## config.mk

```make
export PLATFORM = sky130hd
export DESIGN_NAME = random_byte_uart_tx_flat
export DESIGN_NICKNAME = d
export VERILOG_FILES = /design/src/rtl/random_byte_uart_tx_pkg.sv /design/src/rtl/random_byte_uart_tx_if.sv /design/src/rtl/random_byte_uart_tx_fifo.sv /design/src/rtl/random_byte_uart_tx.sv /design/src/flat_wrapper.sv
export SDC_FILE = /design/constraint.sdc
export NUM_CORES = 1
export LEC_CHECK = 0
export ABC_AREA = 1
export BUFFER_PORTS_ARGS = -buffer_cell sky130_fd_sc_hd__buf_2
export CAP_MARGIN = 30
export CORE_MARGIN = 2
export CORE_UTILIZATION = 55
export DETAILED_ROUTE_END_ITERATION = 8
export MAX_ROUTING_LAYER = met4
export PLACE_DENSITY = 0.73
export SETUP_SLACK_MARGIN = 0.1
export SLEW_MARGIN = 20
export SYNTH_ARGS = -nofsm -noshare
export SYNTH_HDL_FRONTEND = slang
export SYNTH_SLANG_ARGS = --single-unit
```

## constraint.sdc

```tcl
create_clock -name low_Freq_Clk -period 3.4 [get_ports low_Freq_Clk]
set_clock_uncertainty 0.2 [all_clocks]
set_input_delay 0.34 -clock low_Freq_Clk [delete_from_list [all_inputs] [get_ports low_Freq_Clk]]
set_output_delay 0.34 -clock low_Freq_Clk [all_outputs]
set_load 0.005 [all_outputs]
```

## src/rtl/random_byte_uart_tx_pkg.sv

```systemverilog
`default_nettype none
// ============================================================================
//  Module   : random_byte_uart_tx_pkg
//  Purpose  : Shared constants for the random-byte UART transmitter:
//             TX state encoding, UART data-bit count, overflow ceiling.
//  Ports    : none (package)
//  Revision : 1.0 - initial release
// ============================================================================
package random_byte_uart_tx_pkg;

    localparam logic [1:0] ST_IDLE  = 2'd0;
    localparam logic [1:0] ST_START = 2'd1;
    localparam logic [1:0] ST_DATA  = 2'd2;
    localparam logic [1:0] ST_STOP  = 2'd3;

    localparam int         UART_DATA_BITS = 8;
    localparam logic [7:0] OVF_MAX        = 8'hFF;

endpackage
`default_nettype wire

```

## src/rtl/random_byte_uart_tx_if.sv

```systemverilog
`default_nettype none
// ============================================================================
//  Module   : random_byte_uart_tx_if
//  Purpose  : Bundles the random-byte input and the UART/status outputs.
//  Ports    : master - drives random_Byte/byte_Valid, observes status
//             slave  - the transmitter (consumes bytes, drives status)
//  Revision : 1.0 - initial release
// ============================================================================
interface random_byte_uart_tx_if
    import random_byte_uart_tx_pkg::*;
#(
    parameter int FIFO_DEPTH = 8
);
    logic [UART_DATA_BITS-1:0]   random_Byte;
    logic                        byte_Valid;
    logic                        uart_Tx;
    logic                        tx_Busy;
    logic                        byte_Sent;
    logic [$clog2(FIFO_DEPTH):0] fifo_Count;
    logic [7:0]                  overflow_Count;

    modport master (
        output random_Byte, byte_Valid,
        input  uart_Tx, tx_Busy, byte_Sent, fifo_Count, overflow_Count
    );

    modport slave (
        input  random_Byte, byte_Valid,
        output uart_Tx, tx_Busy, byte_Sent, fifo_Count, overflow_Count
    );
endinterface
`default_nettype wire

```

## src/rtl/random_byte_uart_tx_fifo.sv

```systemverilog
`default_nettype none
// ============================================================================
//  Module   : random_byte_uart_tx_fifo
//  Purpose  : Synchronous show-ahead FIFO. Pointers carry one extra wrap bit
//             so full/empty are distinguished without a separate counter.
//  Ports    : clk, rst (async, active-high), i_push/i_din, i_pop,
//             o_dout (head), o_full, o_empty, o_count
//  Revision : 1.0 - initial release
// ============================================================================
module random_byte_uart_tx_fifo #(
    parameter int WIDTH = 8,
    parameter int DEPTH = 8
) (
    input  wire logic             clk,
    input  wire logic             rst,
    input  wire logic             i_push,
    input  wire logic             i_pop,
    input  wire logic [WIDTH-1:0] i_din,
    output logic      [WIDTH-1:0] o_dout,
    output logic                  o_full,
    output logic                  o_empty,
    output logic [$clog2(DEPTH):0] o_count
);
    localparam int AW = $clog2(DEPTH);

    logic [WIDTH-1:0] r_mem [DEPTH];
    logic [AW:0]      r_wr_ptr;
    logic [AW:0]      r_rd_ptr;
    logic             w_wr_en;
    logic             w_rd_en;

    assign o_empty = (r_wr_ptr == r_rd_ptr);
    assign o_full  = (r_wr_ptr[AW] != r_rd_ptr[AW]) &&
                     (r_wr_ptr[AW-1:0] == r_rd_ptr[AW-1:0]);
    assign o_count = r_wr_ptr - r_rd_ptr;
    assign o_dout  = r_mem[r_rd_ptr[AW-1:0]];

    // A push into a full FIFO is legal only when the head leaves the same
    // cycle; the head slot is then overwritten after it has been read.
    assign w_wr_en = i_push && (!o_full || i_pop);
    assign w_rd_en = i_pop && !o_empty;

    always_ff @(posedge clk or posedge rst) begin
        if (rst) begin
            r_wr_ptr <= '0;
            r_rd_ptr <= '0;
        end else begin
            if (w_wr_en) r_wr_ptr <= r_wr_ptr + 1'b1;
            if (w_rd_en) r_rd_ptr <= r_rd_ptr + 1'b1;
        end
    end

    always_ff @(posedge clk) begin
        if (w_wr_en) r_mem[r_wr_ptr[AW-1:0]] <= i_din;
    end
endmodule
`default_nettype wire

```

## src/rtl/random_byte_uart_tx.sv

```systemverilog
`default_nettype none
// ============================================================================
//  Module   : random_byte_uart_tx
//  Purpose  : Samples random bytes while byte_Valid is high (one capture per
//             SAMPLE_DIV cycles), buffers them, and sends them as UART 8N1.
//  Ports    : low_Freq_Clk, reset (async, active-high)
//             bus (slave): random_Byte, byte_Valid in; uart_Tx, tx_Busy,
//             byte_Sent, fifo_Count, overflow_Count out
//  Revision : 1.0 - initial release
// ============================================================================
module random_byte_uart_tx
    import random_byte_uart_tx_pkg::*;
#(
    parameter int CLKS_PER_BIT = 434,
    parameter int SAMPLE_DIV   = 16,
    parameter int FIFO_DEPTH   = 8
) (
    input  wire logic            low_Freq_Clk,
    input  wire logic            reset,
    random_byte_uart_tx_if.slave bus
);
    localparam int BAUD_W = $clog2(CLKS_PER_BIT);
    localparam int SAMP_W = (SAMPLE_DIV > 1) ? $clog2(SAMPLE_DIV) : 1;
    localparam logic [BAUD_W-1:0] c_BAUD_LAST = BAUD_W'(CLKS_PER_BIT - 1);
    localparam logic [SAMP_W-1:0] c_SAMP_LAST = SAMP_W'(SAMPLE_DIV - 1);
    localparam logic [2:0]        c_BIT_LAST  = 3'(UART_DATA_BITS - 1);

    logic [SAMP_W-1:0]         r_samp_cnt;
    logic [7:0]                r_ovf;
    logic [1:0]                r_state;
    logic [1:0]                w_state_next;
    logic [BAUD_W-1:0]         r_baud;
    logic [BAUD_W-1:0]         w_baud_next;
    logic [UART_DATA_BITS-1:0] r_shift;
    logic [UART_DATA_BITS-1:0] w_shift_next;
    logic [2:0]                r_bit_cnt;
    logic [2:0]                w_bit_next;
    logic                      r_tx;
    logic                      w_tx_next;
    logic                      w_byte_sent;
    logic                      w_baud_last;
    logic                      w_capture;
    logic                      w_push;
    logic                      w_pop;
    logic                      w_drop;
    logic                      w_full;
    logic                      w_empty;
    logic [UART_DATA_BITS-1:0] w_fifo_dout;
    logic [$clog2(FIFO_DEPTH):0] w_fifo_count;

    // ---------------- capture divider and overflow counter ----------------
    assign w_capture = bus.byte_Valid && (r_samp_cnt == '0);
    assign w_push    = w_capture && (!w_full || w_pop);
    assign w_drop    = w_capture && w_full && !w_pop;

    always_ff @(posedge low_Freq_Clk or posedge reset) begin
        if (reset) begin
            r_samp_cnt <= '0;
            r_ovf      <= '0;
        end else begin
            if (!bus.byte_Valid || r_samp_cnt == c_SAMP_LAST) r_samp_cnt <= '0;
            else                                              r_samp_cnt <= r_samp_cnt + 1'b1;
            if (w_drop && r_ovf != OVF_MAX) r_ovf <= r_ovf + 1'b1;
        end
    end

    random_byte_uart_tx_fifo #(
        .WIDTH (UART_DATA_BITS),
        .DEPTH (FIFO_DEPTH)
    ) u_fifo (
        .clk     (low_Freq_Clk),
        .rst     (reset),
        .i_push  (w_push),
        .i_pop   (w_pop),
        .i_din   (bus.random_Byte),
        .o_dout  (w_fifo_dout),
        .o_full  (w_full),
        .o_empty (w_empty),
        .o_count (w_fifo_count)
    );

    // ---------------- TX FSM: state register ----------------
    always_ff @(posedge low_Freq_Clk or posedge reset) begin
        if (reset) r_state <= ST_IDLE;
        else       r_state <= w_state_next;
    end

    // ---------------- TX FSM: next state ----------------
    assign w_baud_last = (r_baud == c_BAUD_LAST);

    always_comb begin
        w_state_next = r_state;
        case (r_state)
            ST_IDLE:  if (!w_empty)                            w_state_next = ST_START;
            ST_START: if (w_baud_last)                         w_state_next = ST_DATA;
            ST_DATA:  if (w_baud_last && r_bit_cnt == c_BIT_LAST) w_state_next = ST_STOP;
            ST_STOP:  if (w_baud_last)                         w_state_next = ST_IDLE;
            default:                                           w_state_next = ST_IDLE;
        endcase
    end

    // ---------------- TX FSM: outputs / datapath next values ----------------
    always_comb begin
        w_pop        = 1'b0;
        w_baud_next  = w_baud_last ? '0 : r_baud + 1'b1;
        w_shift_next = r_shift;
        w_bit_next   = r_bit_cnt;
        w_byte_sent  = 1'b0;
        case (r_state)
            ST_IDLE: begin
                w_baud_next = '0;
                if (!w_empty) begin
                    w_pop        = 1'b1;
                    w_shift_next = w_fifo_dout;
                    w_bit_next   = '0;
                end
            end
            ST_DATA: begin
                if (w_baud_last) begin
                    w_shift_next = {1'b0, r_shift[UART_DATA_BITS-1:1]};
                    w_bit_next   = r_bit_cnt + 1'b1;
                end
            end
            ST_STOP: w_byte_sent = w_baud_last;
            default: ;
        endcase

        // The line level is registered from the next state so it changes on
        // the same edge as the state itself.
        case (w_state_next)
            ST_START: w_tx_next = 1'b0;
            ST_DATA:  w_tx_next = w_shift_next[0];
            default:  w_tx_next = 1'b1;
        endcase
    end

    always_ff @(posedge low_Freq_Clk or posedge reset) begin
        if (reset) begin
            r_baud    <= '0;
            r_shift   <= '0;
            r_bit_cnt <= '0;
            r_tx      <= 1'b1;
        end else begin
            r_baud    <= w_baud_next;
            r_shift   <= w_shift_next;
            r_bit_cnt <= w_bit_next;
            r_tx      <= w_tx_next;
        end
    end

    assign bus.uart_Tx        = r_tx;
    assign bus.tx_Busy        = (r_state != ST_IDLE);
    assign bus.byte_Sent      = w_byte_sent;
    assign bus.fifo_Count     = w_fifo_count;
    assign bus.overflow_Count = r_ovf;
endmodule
`default_nettype wire

```

## src/flat_wrapper.sv

```systemverilog
// flat-port wrapper written by rule: the top's interface ports become plain ports
module random_byte_uart_tx_flat import random_byte_uart_tx_pkg::*;
#(
    parameter int CLKS_PER_BIT = 434,
    parameter int SAMPLE_DIV   = 16,
    parameter int FIFO_DEPTH   = 8
)
  (low_Freq_Clk, reset, bus_random_Byte, bus_byte_Valid, bus_uart_Tx, bus_tx_Busy, bus_byte_Sent, bus_fifo_Count, bus_overflow_Count);
  random_byte_uart_tx_if #(.FIFO_DEPTH(FIFO_DEPTH)) bus_i ();
  input  wire logic low_Freq_Clk;
  input  wire logic reset;
  input wire logic [$bits(bus_i.random_Byte)-1:0] bus_random_Byte;
  input wire logic [$bits(bus_i.byte_Valid)-1:0] bus_byte_Valid;
  output wire logic [$bits(bus_i.uart_Tx)-1:0] bus_uart_Tx;
  output wire logic [$bits(bus_i.tx_Busy)-1:0] bus_tx_Busy;
  output wire logic [$bits(bus_i.byte_Sent)-1:0] bus_byte_Sent;
  output wire logic [$bits(bus_i.fifo_Count)-1:0] bus_fifo_Count;
  output wire logic [$bits(bus_i.overflow_Count)-1:0] bus_overflow_Count;
  assign bus_i.random_Byte = bus_random_Byte;
  assign bus_i.byte_Valid = bus_byte_Valid;
  assign bus_uart_Tx = bus_i.uart_Tx;
  assign bus_tx_Busy = bus_i.tx_Busy;
  assign bus_byte_Sent = bus_i.byte_Sent;
  assign bus_fifo_Count = bus_i.fifo_Count;
  assign bus_overflow_Count = bus_i.overflow_Count;
  random_byte_uart_tx #(.CLKS_PER_BIT(CLKS_PER_BIT), .SAMPLE_DIV(SAMPLE_DIV), .FIFO_DEPTH(FIFO_DEPTH)) u_core (.low_Freq_Clk(low_Freq_Clk), .reset(reset), .bus(bus_i));
endmodule
```

Yosys cells after proc, flatten, opt, wreduce, memory -nomap -nowiden
Memory sizes are Yosys's and may differ from the RTL's.
Index checks and enable logic that the tools add are counted.
{ "word_totals": {"register_bits": 43, "ram_bits": 64, "inputBits": 11, "out_inout_bits": 15, "word_cells": 72, "memories": 1} }
{ "memory_table": {"columns": ["memory", "depth", "word_bits", "rd", "rd_clocked_by_memory_dff", "wr", "line", "source"], "rows": [
  ["u_core.u_fifo.r_mem", 8, 8, 1, 0, 1, "random_byte_uart_tx_fifo.sv:26", "logic [WIDTH-1:0] r_mem [DEPTH];"]
]} }
{ "op_classes": {"n_addsub": 7, "n_eq_ne": 14, "n_mux": 20, "reduce_logical": 20} }
{ "ops": {"columns": ["cell", "count"], "rows": [
  ["$mux W9", 2],
  ["$mux W8", 2],
  ["$pmux W8 S2", 1],
  ["$add A4 B1 Y4 const B", 3],
  ["$add A9 B1 Y9 const B", 1],
  ["$eq A9 B9 Y1 const B", 1],
  ["$logic_and A1 B1 Y1", 9],
  ["$add A8 B1 Y8 const B", 1],
  ["$mux W2", 4],
  ["$ne A8 B8 Y1 const B", 1],
  ["$pmux W2 S4", 1],
  ["$eq A2 B2 Y1 const B", 3],
  ["$mux W3", 2],
  ["$pmux W3 S2", 1],
  ["$mux W1", 5],
  ["$eq A2 B1 Y1 const B", 2],
  ["$eq A4 B4 Y1", 1],
  ["$eq A4 B4 Y1 const B", 1],
  ["$logic_not A1 Y1", 4],
  ["$logic_not A4 Y1", 1],
  ["$mux W4", 1],
  ["$reduce_bool A2 Y1", 2],
  ["$sub A4 B4 Y4", 1],
  ["$add A3 B1 Y3 const B", 1],
  ["9 further kinds", 10]
]} }

Logic depth before layout (Yosys ltp)
Gate-level depths: netlist (run 1).
{ "logic_depth": {"depth_word": 8, "mapped_depth": 13, "depth_no_buf": 13} }

Hierarchy
A second synthesis (run 1) with hierarchy kept.
{ "hier_totals": {"cells_unflattened": 517, "area_unflattened_um2": 5016.1} }
{ "modules_own_cells": {"columns": ["mod", "n_inst", "cells_per_inst", "area_per_inst_um2", "seq_area_each_um2"], "rows": [
  ["random_byte_uart_tx_fifo", 1, 305, 3244.4, 2122.0],
  ["random_byte_uart_tx", 1, 212, 1771.7, 877.1]
]} }

Worst setup path before layout (run 1)
OpenSTA, ideal clock, no wires.
{ "synth_path": {"path_kind": "reg-to-reg", "from": "register u_core.u_fifo.r_rd_ptr[1]", "to": "memory u_core.u_fifo.r_mem[6][0], enable pin", "setup_ns": 0.383, "arrival_time_ns": 2.156, "t_required_ns": 2.817, "setup_slack_ns": 0.660, "stages_incl_launch_ff": 12, "n_path_buf": 2, "period_less_slack_ns": 2.740, "cell_sequence": "dfrtp_1 > buf_2 > inv_2 > buf_2 > ha_1 > nand2_1 > nor2_2 > nand2_2 > o21ai_2 > inv_2 > nand2_1 > nor3_1"} }
{ "synth_between": {"elab_chain_len": 8, "elab_cells_between_ends": 11, "cone_classes": "eq/ne (2); mux (4); reduce/logical (5)"} }
{ "synth_rtl": {"columns": ["element", "line", "source"], "rows": [
  ["from (decl)", "random_byte_uart_tx_fifo.sv:28", "logic [AW:0] r_rd_ptr;"],
  ["from (signal assigned)", "random_byte_uart_tx_fifo.sv:49", "if (w_rd_en) r_rd_ptr <= r_rd_ptr + 1'b1;"],
  ["$eq A4 B4 Y1 or $eq A3 B3 Y1 (tied branches)", "random_byte_uart_tx_fifo.sv:32, random_byte_uart_tx_fifo.sv:34", null],
  ["$mux W1 or $logic_and A1 B1 Y1 (tied branches)", "random_byte_uart_tx.sv:112, random_byte_uart_tx_fifo.sv:33", null],
  ["$mux W1 or $logic_not A1 Y1 (tied branches)", "random_byte_uart_tx.sv:109, random_byte_uart_tx_fifo.sv:40, random_byte_uart_tx.sv:53", null],
  ["$logic_or A1 B1 Y1 (*)", "random_byte_uart_tx_fifo.sv:40, random_byte_uart_tx.sv:53", null],
  ["$logic_and A1 B1 Y1", "random_byte_uart_tx.sv:53", "assign w_push = w_capture && (!w_full || w_pop);"],
  ["$logic_and A1 B1 Y1 (*)", "random_byte_uart_tx_fifo.sv:40", "assign w_wr_en = i_push && (!o_full || i_pop);"],
  ["$mux W1 (*)", "random_byte_uart_tx_fifo.sv:54", "if (w_wr_en) r_mem[r_wr_ptr[AW-1:0]] <= i_din;"],
  ["$mux W1 (implied by the code) (*)", "random_byte_uart_tx_fifo.sv:54", null],
  ["to (decl)", "random_byte_uart_tx_fifo.sv:26", null]
]} }
Every way passes the cells marked *; elsewhere a longest branch is shown, timed or not.

Worst setup path in the final report (run 1)
{ "layout_path": {"from": "register u_core.u_fifo.r_rd_ptr[2]", "to": "memory u_core.u_fifo.r_mem[6][2], enable pin"} }
Same word-level chain as after synthesis.

==> results of run 1 <==
[where the power goes]
group | total (mW) | internal, mW | switching, mW
clock | 0.814 | 0.356 | 0.458
sequential | 1.55 | 1.48 | 0.0645
combinational | 0.398 | 0.149 | 0.249
total | 2.76 | 1.99 | 0.771
[sequential cells by signal, indices dropped and copies added (netlist names)]
| signal | cells |
|---|---|
| u_core.u_fifo.r_mem | 64 |
| u_core.r_state | 2 |
| u_core.r_baud | 9 |
| u_core.r_bit_cnt | 3 |
| u_core.r_shift | 8 |
| u_core.u_fifo.r_rd_ptr | 4 |
| u_core.bus.overflow_Count | 8 |
| u_core.bus.uart_Tx | 1 |
| u_core.u_fifo.r_wr_ptr | 4 |
| u_core.r_samp_cnt | 4 |
[metrics by stage]
stage          setup slack [ns]  utilization (%)  area, sq um
4_1_cts                   0.396             61.0         5240
6_report                  0.621             61.0         5240
3_3_place_gp              0.521             58.4         5020
2_1_floorplan             0.660                -         4790
3_5_place_dp              0.415             58.4         5020
5_1_grt                   0.484             61.0         5240
[logic make-up (layout without fill, tap and decap cells)]
| group | Yosys count | in the layout | share of synthesized area, % |
|---|---|---|---|
| AOI/OAI and AO/OA | 59 | 59 | 7.12 |
| adders and majority gates | 13 | 13 | 3.55 |
| and+or+nand+nor | 211 | 211 | 19.3 |
| xor gates and xnor gates | 15 | 15 | 2.90 |
| buffers and inverters | 52 | 87 | 4.54 |
| DFF | 107 | 107 | 62.6 |
[cell usage after synthesis, drive strengths merged]
master / number / area share, %
buf: 9 / 1.1
a21oi: 7 / 0.73
edfxtp: 64 / 40
nand4: 3 / 0.39
nor2: 74 / 6.6
o211ai: 15 / 2.5
nand3: 34 / 3.9
xnor2: 6 / 1.3
nor3b: 1 / 0.16
clkbuf: 3 / 0.26
dfstp: 1 / 0.55
and3: 1 / 0.13
nand2: 91 / 7.4
fa: 1 / 0.42
inv: 40 / 3.2
o21ai: 37 / 3.9
nor3: 7 / 0.73
xor2: 9 / 1.6
ha: 12 / 3.1
dfrtp: 42 / 22
[per-layer routing]
layer	wire length (microns)	global-route usage [%]	up-vias
met5	0	-	-
met4	195	8.12	0
met3	496	3.81	20
met2	4490	33.7	102
met1	4090	28.2	1561
li1	-	-	1591
[worst paths after layout]
check / from / end / slack (ns)
worst min register to register: u_core.r_shift[2] / u_core.r_shift[1] / 0.30
worst max register to register: u_core.u_fifo.r_rd_ptr[2] / u_core.u_fifo.r_mem[6][2] / 0.62
worst min-delay path: bus_byte_Valid / u_core.r_samp_cnt[2] / 0.02
worst max-delay path: u_core.u_fifo.r_rd_ptr[2] / u_core.u_fifo.r_mem[6][2] / 0.62
max in group asynchronous: reset / u_core.bus.uart_Tx / 2.00
min in group asynchronous: reset / u_core.bus.overflow_Count[7] / 0.27
[what timing repair did]
item / in CTS / in global routing
hold endpoints to repair: 14 / 0
hold buffers: 1 / 0
gates resized for setup: 0 / 0
setup buffers: 0 / 0
setup endpoints to repair: 0 / 0
[critical path, cell delays in order (launching register included)]
cell and delay (ns):
dfrtp_1 0.54, inv_2 0.17, ha_1 0.35, nand2_1 0.11, nor2_2 0.06, nand2_2 0.09
o21ai_2 0.08, inv_2 0.10, nand2_1 0.15, nor3_1 0.36, buf_2 0.27
[final cells by class]
class	count	area share, %
clock buffers	9	2.36
clock inverters	7	1.62
inverters	40	2.91
multi-input cells	298	30.1
flip-flops and latches	107	57.2
well taps	108	2.58
repair buffers	31	3.25
==> impl_metrics.yaml, run 1 <==
cells_and_area:
  nets: 511
  nFillCells: 722
  area_growth_pct: 9.37
  diodes: 0
  final_cell_mix: "85 x nand2_1, 67 x nor2_1, 64 x edfxtp_1"
  regArea_sq_um: 3000
  instances_no_fill: 600
  multi_input_area_sq_um: 1580
  layout_commonest_cell: "nand2_1"
  drive_above_1_share_pct: 14.4
worst_setup_path:
  ff2ff_path_depth: 10
  crit_type: "flip-flop to flip-flop"
  cp.required_ns: 3.28
  crit_arrival_ns: 2.66
  worstSetupEndpointType: "flip-flop"
  crit_path_max_fanout: 10
  crit_path_start_kind: "flip-flop"
sta:
  relSlewSlack_pct: 42.8
  finalSetupTns_ns: 0
  period_share_pct: 81.7
  hold_ws_ns: 0.0177
  drv_slew: 0
  max_freq_mhz: 360
  worst_pin_slew_ns: 0.858
  rsz0062_at_grt: "false"
  setup_violations: 0
  hold_viol: 0
  final.min_clock_period_ns: 2.78
clock_network:
  tritoncts: "done"
  numCtsBuffers: 9
  cts.sinks: 107
  ctsHtreeMaxLevel: 3
  clock_latency_ns: 0.38
  root_buffer: "clkbuf_8"
  cts_buffer_depth: 2
  cts.clk_slew.worst_paths_ns: 0.10
drt:
  drtIter0Drc: 215
  drcViolationCount: 0
  viasPerCell: 5.46
  totalWireLength_microns: 9270
  drtPass1Iterations: 5
  wl_per_cell_microns: 15.4
  final_antenna_net_count: 0
  via_count: 3274
worst_hold_path:
  min_path_cells: 3
  worstHoldPathType: "input pin to flip-flop"
global_routing:
  groute.usage.overall_pct: 21.5
  grt_pass1_wl_microns: 15500
  antenna_found_initial: 0
  grt_pass1_vias: 3150
  grt_max_degree: 36
  grt_overflow: 0
power:
  ir_drop_v: 0.000341
  power_mw: 2.76
  power.leakage_nw: 2.21
  powerDensity_nw_per_um2: 526
synthesis:
  syn_inst: 457
  synth_seq_cells: 107
  yosysUniqueCellTypes: 33
  syn_area_per_cell_sq_um: 10.5
  ys_seq_area_share_pct: 62.6
  syn_nets: 481
  ys_warn_count: 0
  synth_area_sq_um: 4790
floorplanning:
  die_h_microns: 97.4
  coreArea_sq_um: 8590
  start_util_pct: 55.8
  die-area_sq_um: 9480
  rows: 34
  die_x_microns: 97.4
  ios: 26
placed_design:
  hpwlAfterDp_microns: 6630
  dp.cells: 582
  place.gp.congestion: 0.898
  port_buffers: 25
flow_run:
  maxCapViolations: 0
run_status:
  status: "finished clean"
Power figures use the tool's default switching activity.
==> run 2: changes to the inputs <==
- PLACE_DENSITY: 0.73 -> 0.76
- clock period: 3.4 -> 2.4 ns (I/O delays scaled with it)
==> run 2 against run 1 <==
Against the previous run: final cell count up 3.7%; highest routed layer unchanged; critical path depth shrank 4; first-iteration DRC count shrank 25%; die area unchanged; global-route usage rose by 0.50 points; count of clock-buffer cells in the layout stayed put; register-to-register slack lost 0.43 ns; hold slack improved by 0.14 ns; via count rose by 2.3%; design area up 4.6%; non-clock buffer count rose by 22; setup slack worse by 0.47 ns.
==> impl_metrics.yaml, run 2 (synthesis results as in run 1) <==
worst_setup_path:
  cp_top_family: "flip-flops"
  crit_type: "flip-flop to output pin"
  cp.required_ns: 1.96
  worstSetupEndpointType: "output pin"
  slowest_stage: "dfrtp_1"
  crit_path_max_fanout: 3
  crit_path_start_kind: "flip-flop"
  path_cells: "ha_1 -> buf_4 -> a21oi_1 -> o21ai_1 -> xor2_1 -> buf_2"
  crit_arrival_ns: 1.81
  critPathBufInv: 2
  max_stage_delay_ns: 0.42
power:
  powerDensity_nw_per_um2: 723
  ir_drop_v: 0.000539
  combinationalPowerShare_pct: 18.4
  p_seq_share_pct: 55.2
  power.leakage_nw: 2.31
  p_int_mw: 2.81
  switching_share_pct: 29.2
  p_clk_share_pct: 26.4
  switchingPower_mw: 1.16
cells_and_area:
  final_cell_mix: "83 x nand2_1, 64 x edfxtp_1, 60 x nor2_1"
  largest_register_ffs: 64
  diodes: 0
  area_growth_pct: 14.4
  layout_commonest_cell: "nand2_1"
  drive_above_1_share_pct: 18.5
  instances_no_fill: 622
  nets: 533
clock_network:
  cts.clk_slew.worst_paths_ns: 0.10
  cts_buffer_depth: 2
  clock_latency_ns: 0.38
  ctsHtreeMaxLevel: 3
  cts.sinks: 107
  numCtsBuffers: 9
  tritoncts: "done"
  root_buffer: "clkbuf_8"
floorplanning:
  coreArea_sq_um: 8590
  ios: 26
  rows: 34
  die_x_microns: 97.4
  die_h_microns: 97.4
  die-area_sq_um: 9480
  start_util_pct: 55.8
worst_hold_path:
  worstHoldPathType: "input pin to asynchronous set/reset pin"
global_routing:
  grt_pass1_vias: 3290
  antenna_found_initial: 0
  grt_overflow: 0
  grt_pass1_wl_microns: 15900
  grt_max_degree: 36
  groute.usage.overall_pct: 22.0
placed_design:
  hpwlAfterDp_microns: 6630
  dp.cells: 595
  place.gp.congestion: 0.842
  place_ws_ns: 0.120
  port_buffers: 25
drt:
  via_count: 3348
  drtIter0Drc: 162
  viasPerCell: 5.38
  drcViolationCount: 0
  drtPass1Iterations: 5
  wl_per_cell_microns: 15.3
  final_antenna_net_count: 0
  totalWireLength_microns: 9530
sta:
  fin_ws_ns: 0.153
  final.min_clock_period_ns: 2.25
  finalSetupTns_ns: 0
  period_share_pct: 93.6
  worst_pin_slew_ns: 0.512
  drv_slew: 0
  relSlewSlack_pct: 65.8
  setup_violations: 0
  hold_viol: 0
  rsz0062_at_grt: "true"
  max_freq_mhz: 445
run_status:
  status: "finished clean"
flow_run:
  maxCapViolations: 0
run 2: changes by cell type in the layout (fill, tap and decap cells not counted), sizes merged:
cell	before	now
inv	42	45
clkinv	3	2
bufinv	1	0
clkinvlp	1	0
buf	30	43
dlygate4sd3	1	10
run 2: layout make-up:
class                   count  area [sq um]
clock inverters             7          61.3
clock buffers               9           124
well taps                 108           135
multi-input cells         298          1640
inverters                  40           158
repair buffers             53           360
fillers                   688          3110
flip-flops and latches    107          3000
run 2: power by group through the flow:
stage	clock [mW]	sequential [mW]	combinational, mW
global placement	0	2.22	0.683
CTS	1.07	2.19	0.701
detailed placement	0	2.22	0.685
finish	1.05	2.19	0.731
global route	1.14	2.20	0.816
floorplan	0	2.21	0.398
run 2: tightest hold or removal path, cell delays in order:
cell           delay (ns)
dlygate4sd3_1        0.53
buf_2                0.12
clkinv_1             0.25
run 2: per-layer routing:
metal	global-route usage [%]	vias up	wire length [microns]
met3	4.53	17	497
met2	35.9	83	4800
li1	-	1634	-
met5	-	-	0
met1	27.7	1614	4050
met4	7.16	0	183
run 2: through the flow:
stage	cell area, sq um	utilization (%)	hold WS [ns]	power (mW)
3_5_place_dp	5170	60.1	0.00806	2.91
6_report	5480	63.8	0.161	3.97
3_3_place_gp	5170	60.1	-0.00288	2.90
4_1_cts	5440	63.4	0.00917	3.95
2_1_floorplan	4860	-	0.139	2.61
5_1_grt	5480	63.8	0.197	4.16
run 2: timing repair:
action                                  4_1_cts  5_1_grt
hold buffers                                  9        1
buffers inserted                              0        1
endpoints found under the hold margin       102        1
endpoints found under the setup margin        0       52
resized for setup                             0        7
run 2: final timing paths:
check | from | endpoint | slack, ns | cells past startpoint
worst max-delay path | u_core.u_fifo.r_wr_ptr[2] | bus_fifo_Count[3] | 0.15 | 6
worst min-delay path | reset | u_core.r_samp_cnt[1] | 0.16 | 3
worst max register to register | u_core.u_fifo.r_wr_ptr[2] | u_core.u_fifo.r_mem[6][1] | 0.19 | 8
worst min register to register | u_core.r_samp_cnt[0] | u_core.r_samp_cnt[0] | 0.29 | 1
max in group asynchronous | reset | u_core.bus.uart_Tx | 1.23 | 4
min in group low_Freq_Clk | u_core.r_samp_cnt[0] | u_core.r_samp_cnt[0] | 0.29 | 1
